File: src/rtl/ivmul_pipe_if.sv
// ivmul_pipe_if: op/result handshake bundle for the packed-SIMD multiplier
interface ivmul_pipe_if #(
    parameter int XLEN = 32,
    parameter int TAG_W = 6
);
    logic flush_i;
    logic valid_i;
    logic ready_o;
    logic [XLEN-1:0] a_i;
    logic [XLEN-1:0] b_i;
    logic [2:0] opc_i;
    logic [TAG_W-1:0] tag_i;
    logic valid_o;
    logic ready_i;
    logic [XLEN-1:0] result_o;
    logic [TAG_W-1:0] tag_o;
    modport master (
        output flush_i, valid_i, a_i, b_i, opc_i, tag_i, ready_i,
        input ready_o, valid_o, result_o, tag_o
    );
    modport slave (
        input flush_i, valid_i, a_i, b_i, opc_i, tag_i, ready_i,
        output ready_o, valid_o, result_o, tag_o
    );
endinterface

File: src/rtl/ivmul_pipe.sv
// ivmul_pipe: two-stage packed-SIMD multiplier with lane products, dot product and accumulator
module ivmul_pipe #(
    parameter int XLEN = 32,
    parameter int LANE_W = 16,
    parameter int TAG_W = 6
) (
    input logic cpu_clock_i,
    input logic cpu_reset_i,
    ivmul_pipe_if.slave io
);
    localparam int LANES = XLEN / LANE_W;
    localparam int PW = 2 * LANE_W;
    localparam logic [2:0] OP_MULL = 3'd0;
    localparam logic [2:0] OP_MULH = 3'd1;
    localparam logic [2:0] OP_MULHU = 3'd2;
    localparam logic [2:0] OP_DOT = 3'd3;
    localparam logic [2:0] OP_MACC = 3'd4;
    localparam logic [2:0] OP_ACCRD = 3'd5;

    logic [PW-1:0] prod_d [LANES];
    logic [PW-1:0] s1_prod [LANES];
    logic [2:0] s1_opc;
    logic [TAG_W-1:0] s1_tag;
    logic [TAG_W-1:0] s2_tag;
    logic s1_valid;
    logic s2_valid;
    logic [XLEN-1:0] s2_result;
    logic [XLEN-1:0] acc;
    logic [XLEN-1:0] lo;
    logic [XLEN-1:0] hi;
    logic [XLEN-1:0] dot;
    logic [XLEN-1:0] res;
    logic sgn;
    logic s1_adv;
    logic s2_adv;
    logic xfer;

    assign s2_adv = !s2_valid || io.ready_i;
    assign s1_adv = !s1_valid || s2_adv;
    assign io.ready_o = s1_adv && !io.flush_i;
    assign xfer = s1_valid && s2_adv;
    assign sgn = io.opc_i != OP_MULHU;

    // One extra operand bit lets a single signed multiplier serve both signed and unsigned lanes
    always_comb begin
        for (int k = 0; k < LANES; k++)
            prod_d[k] = PW'($signed({sgn & io.a_i[k*LANE_W+LANE_W-1], io.a_i[k*LANE_W +: LANE_W]}))
                      * PW'($signed({sgn & io.b_i[k*LANE_W+LANE_W-1], io.b_i[k*LANE_W +: LANE_W]}));
    end

    always_comb begin
        lo = '0;
        hi = '0;
        dot = '0;
        for (int k = 0; k < LANES; k++) begin
            lo[k*LANE_W +: LANE_W] = s1_prod[k][LANE_W-1:0];
            hi[k*LANE_W +: LANE_W] = s1_prod[k][PW-1:LANE_W];
            dot = dot + XLEN'($signed(s1_prod[k]));
        end
    end

    assign res = s1_opc == OP_MULL ? lo :
                 (s1_opc == OP_MULH || s1_opc == OP_MULHU) ? hi :
                 s1_opc == OP_DOT ? dot :
                 s1_opc == OP_MACC ? acc + dot :
                 s1_opc == OP_ACCRD ? acc : '0;

    always_ff @(posedge cpu_clock_i or posedge cpu_reset_i) begin
        if (cpu_reset_i) begin
            s1_valid <= 1'b0;
            s2_valid <= 1'b0;
            s1_opc <= '0;
            s1_tag <= '0;
            s2_tag <= '0;
            s2_result <= '0;
            acc <= '0;
            for (int k = 0; k < LANES; k++) s1_prod[k] <= '0;
        end else if (io.flush_i) begin
            s1_valid <= 1'b0;
            s2_valid <= 1'b0;
        end else begin
            if (s1_adv) begin
                s1_valid <= io.valid_i;
                if (io.valid_i) begin
                    s1_opc <= io.opc_i;
                    s1_tag <= io.tag_i;
                    s1_prod <= prod_d;
                end
            end
            if (s2_adv) begin
                s2_valid <= s1_valid;
                if (s1_valid) begin
                    s2_result <= res;
                    s2_tag <= s1_tag;
                end
            end
            // Accumulator commits only as its op leaves S1, so a flushed op never touches it
            if (xfer && s1_opc == OP_MACC) acc <= res;
            else if (xfer && s1_opc == OP_ACCRD) acc <= '0;
        end
    end

    assign io.valid_o = s2_valid;
    assign io.result_o = s2_result;
    assign io.tag_o = s2_tag;
endmodule

File: src/flat_wrapper.sv
// flat-port wrapper written by rule: the top's interface ports become plain ports
module ivmul_pipe_flat 
#(
    parameter int XLEN = 32,
    parameter int LANE_W = 16,
    parameter int TAG_W = 6
)
  (cpu_clock_i, cpu_reset_i, io_flush_i, io_valid_i, io_a_i, io_b_i, io_opc_i, io_tag_i, io_ready_i, io_ready_o, io_valid_o, io_result_o, io_tag_o);
  ivmul_pipe_if #(.XLEN(XLEN), .TAG_W(TAG_W)) io_i ();
  input logic cpu_clock_i;
  input logic cpu_reset_i;
  input wire logic [$bits(io_i.flush_i)-1:0] io_flush_i;
  input wire logic [$bits(io_i.valid_i)-1:0] io_valid_i;
  input wire logic [$bits(io_i.a_i)-1:0] io_a_i;
  input wire logic [$bits(io_i.b_i)-1:0] io_b_i;
  input wire logic [$bits(io_i.opc_i)-1:0] io_opc_i;
  input wire logic [$bits(io_i.tag_i)-1:0] io_tag_i;
  input wire logic [$bits(io_i.ready_i)-1:0] io_ready_i;
  output wire logic [$bits(io_i.ready_o)-1:0] io_ready_o;
  output wire logic [$bits(io_i.valid_o)-1:0] io_valid_o;
  output wire logic [$bits(io_i.result_o)-1:0] io_result_o;
  output wire logic [$bits(io_i.tag_o)-1:0] io_tag_o;
  assign io_i.flush_i = io_flush_i;
  assign io_i.valid_i = io_valid_i;
  assign io_i.a_i = io_a_i;
  assign io_i.b_i = io_b_i;
  assign io_i.opc_i = io_opc_i;
  assign io_i.tag_i = io_tag_i;
  assign io_i.ready_i = io_ready_i;
  assign io_ready_o = io_i.ready_o;
  assign io_valid_o = io_i.valid_o;
  assign io_result_o = io_i.result_o;
  assign io_tag_o = io_i.tag_o;
  ivmul_pipe #(.XLEN(XLEN), .LANE_W(LANE_W), .TAG_W(TAG_W)) u_core (.cpu_clock_i(cpu_clock_i), .cpu_reset_i(cpu_reset_i), .io(io_i));
endmodule
File: config.mk
export PLATFORM = sky130hd
export DESIGN_NAME = ivmul_pipe_flat
export DESIGN_NICKNAME = d
export VERILOG_FILES = /design/src/rtl/ivmul_pipe_if.sv /design/src/rtl/ivmul_pipe.sv /design/src/flat_wrapper.sv
export SDC_FILE = /design/constraint.sdc
export NUM_CORES = 2
export LEC_CHECK = 0
export BUFFER_PORTS_ARGS = -buffer_cell sky130_fd_sc_hd__buf_2
export CORE_MARGIN = 2
export CORE_UTILIZATION = 65
export CTS_CLUSTER_SIZE = 16
export DETAILED_ROUTE_END_ITERATION = 7
export GPL_TIMING_DRIVEN = 0
export PLACE_DENSITY = 0.88
export SETUP_SLACK_MARGIN = 0.02
export SYNTH_ARGS = -nofsm -noshare
export SYNTH_HDL_FRONTEND = slang
export SYNTH_SLANG_ARGS = --single-unit
File: constraint.sdc
create_clock -name cpu_clock_i -period 8.1 [get_ports cpu_clock_i]
set_input_delay 2.43 -clock cpu_clock_i [delete_from_list [all_inputs] [get_ports cpu_clock_i]]
set_output_delay 2.43 -clock cpu_clock_i [all_outputs]
set_load 0.02 [all_outputs]
==> reports/metrics.csv <==
stage;metric;value;unit
detailed_routing;via_per_inst;6.108;
status;status;finished, violations left;
clock_network;clk_latency;0.45;ns
detailed_routing;dr.pass1.iters;7;
synthesis;postSynthCellCount;3379;
clock_network;h-tree-depth;4;
timing;rsz0062_at_grt;yes;
detailed_routing;wire_per_inst;21.26;um
die;initial_core_util;0.6572;
place;hpwl;71790;um
global_route;overflow;0;
global_route;track_usage;0.3756;
synthesis;avgSynthCellArea;9.016;um2
detailed_routing;routed_wl;88370;um
worst_setup_path;required;8.42;ns
layout;drive_above_1_share;0.1197;
place;portBuffers;103;
timing;maxSlewViolCount;0;
layout;areaGrowthSynthToFinish;10.71;%
global_route;grt_max_degree;91;
layout;antennaDiodeCount;0;
timing;slew_headroom;0.2276;
die;dieArea;48620;um2
status;failed_checks;negative setup slack;
clock_network;clock_path_buffers;2;
worst_setup_path;crit_type;in -> reg;
timing;fin_ws;-0.3202;ns
run;drv_cap;0;
clock_network;clock-sinks;145;
detailed_routing;drtAntennaViolNets;0;
synthesis;synth_edf_count;0;
synthesis;synthArstFlopShare;1.000;
timing;worstMarginPinSlew;1.156;ns
die;core;46360;um2
layout;fin_nets;4409;
synthesis;synth-main-ff-cell;dfrtp_1;
die;die_h;220.5;um
timing;fin_crit_sh;1.040;
global_route;first_global_vias;26534;
layout;n_fill_cell;3236;
synthesis;synth_seq_cells;145;
global_route;grt_pass1_wl;139300;um
timing;hold_viol_final;0;
global_route;antenna_found_initial;2;
clock_network;cts_made_buffers;17;
clock_network;clock-root-buffer;clkbuf_16;
worst_setup_path;startpoint_type;input port;
layout;final_common_cell;inv_1;
synthesis;synthDistinctLibCells;87;
worst_setup_path;cp-end-kind;flip-flop;
synthesis;syn-cell-area;30470;um2
synthesis;syn_nets;4249;
hold_path;hp-class;reg -> reg;
timing;skew;0.01159;ns
die;io_pins;118;
timing;finalSetupTns;-0.8989;ns
detailed_routing;drc;0;
clock_network;clk_pin_slew;0.07;ns
place;gp_congestion;1.069;
timing;min_period;8.420;ns
clock_network;cts_tree;built;
synthesis;yosys_warnings;0;
layout;layout_common_cells;602 x inv_1, 549 x fa_1, 464 x nand2_1;
detailed_routing;drtIter0Drc;2486;
worst_setup_path;crit_fanout;7;
timing;max_freq;118.8;MHz
detailed_routing;num_vias;25390;
worst_setup_path;r2r_slack;1.22;ns
timing;setup_viol;9;
synthesis;ys_seq_area_frac;0.1191;
worst_setup_path;arrival;8.74;ns
timing;whs;0.4610;ns
die;rows;79;
die;die_w;220.5;um
through the flow:
stage / cell area, um2 / worst slack (ns) / instances / util
3_3_place_gp: 31910 / -1.308 / 4089 / 0.6883
5_1_grt: 33730 / -0.4222 / 4157 / 0.7276
6_report: 33730 / -0.3202 / 4157 / 0.7276
2_1_floorplan: 30630 / -0.05062 / 3379 / -
4_1_cts: 33100 / -0.2232 / 4135 / 0.7140
3_5_place_dp: 31940 / -1.401 / 4090 / 0.6890
repair_timing:
item | in CTS | in global routing
buffers inserted | 24 | 26
gates resized for setup | 118 | 201
hold buffers | 0 | 0
pin swaps | 58 | 67
setup endpoints to repair | 23 | 23
cells in the mapped netlist, drive strengths merged, types with 16 or more instances:
master / count / area (um2)
nor2: 99 / 371.6
a31oi: 19 / 118.9
a22o: 16 / 140.1
and3: 29 / 183.9
mux2: 30 / 337.8
a21oi: 130 / 665.6
xor2: 53 / 464.2
nand2: 471 / 1768
and2: 265 / 1660
dfrtp: 145 / 3628
ha: 226 / 2828
nand3: 20 / 100.1
clkbuf: 136 / 530.5
inv: 618 / 2320
o21ai: 155 / 775.7
a21o: 39 / 295.3
fa: 566 / 11330
o21bai: 16 / 120.1
xnor2: 83 / 727.0
o211ai: 24 / 185.2
area by class of cell:
cell class	instances	area [um2]	share of cell area
Multi-Input combinational cell	2471	24670	0.7313
Clock inverter	8	83.83	0.002485
Buffer	132	832.0	0.02467
Tap cell	607	759.5	0.02252
Timing Repair Buffer	151	950.9	0.02819
Inverter	621	2344	0.06948
Clock buffer	22	464.2	0.01376
Sequential cell	145	3628	0.1076
cell families (layout without fill, tap and decap cells):
family	count (synthesis)	in the layout	synth area share
AOI/OAI and AO/OA	527	527	0.1118
xor gates and xnor gates	137	137	0.03984
adders and majority gates	795	795	0.4657
buffers and inverters	763	934	0.09545
DFF	145	145	0.1191
muxes	45	45	0.01643
and+or+nand+nor	967	967	0.1516
worst max-delay path, cell delays in order:
cell	delay, ns
buf_8	0.11
nor2_4	0.20
nand2_4	0.08
clkbuf_16	0.17
and2_4	0.16
clkbuf_8	0.14
nand2_4	0.08
inv_4	0.04
fa_1	0.45
fa_1	0.49
inv_1	0.05
fa_1	0.57
fa_2	0.49
fa_1	0.53
fa_1	0.56
inv_2	0.05
ha_4	0.24
a21oi_2	0.14
o21ai_1	0.08
a21oi_1	0.12
o221ai_1	0.17
o21bai_4	0.23
o221a_4	0.26
a211o_4	0.35
o31ai_4	0.26
xnor2_2	0.18
o21ai_1	0.11
path summary, 6_finish.rpt:
check	start	endpoint	cells after the start
max	io_opc_i[2]	u_core.hi[15]	27
min	u_core.s1_tag[3]	u_core.io.tag_o[3]	2
max reg2reg	u_core.lo[16]	u_core.acc[31]	20
min reg2reg	u_core.s1_tag[3]	u_core.io.tag_o[3]	2
max in group asynchronous	cpu_reset_i	u_core.s1_opc[2]	3
min in group asynchronous	cpu_reset_i	u_core.io.result_o[10]	2
per-layer routing:
metal,share of wire,GRT usage,vias to the layer above
li1,-,-,10931
met1,0.36,0.4645,12583
met2,0.48,0.6259,1459
met3,0.090,0.07381,415
met4,0.061,0.2011,2
met5,0.00015,0,-
flip-flops by register name, summed over array words and instances, names as in the netlist:
| signal | cells |
|---|---|
| u_core.lo | 32 |
| u_core.s1_tag | 6 |
| u_core.io.valid_o | 1 |
| u_core.s1_opc | 3 |
| u_core.io.tag_o | 6 |
| u_core.io.result_o | 32 |
| u_core.hi | 32 |
| u_core.acc | 32 |
| u_core.s1_valid | 1 |
Power is not shown: default switching activity piles up to over one toggle a cycle in this logic, so the estimate is an artifact.
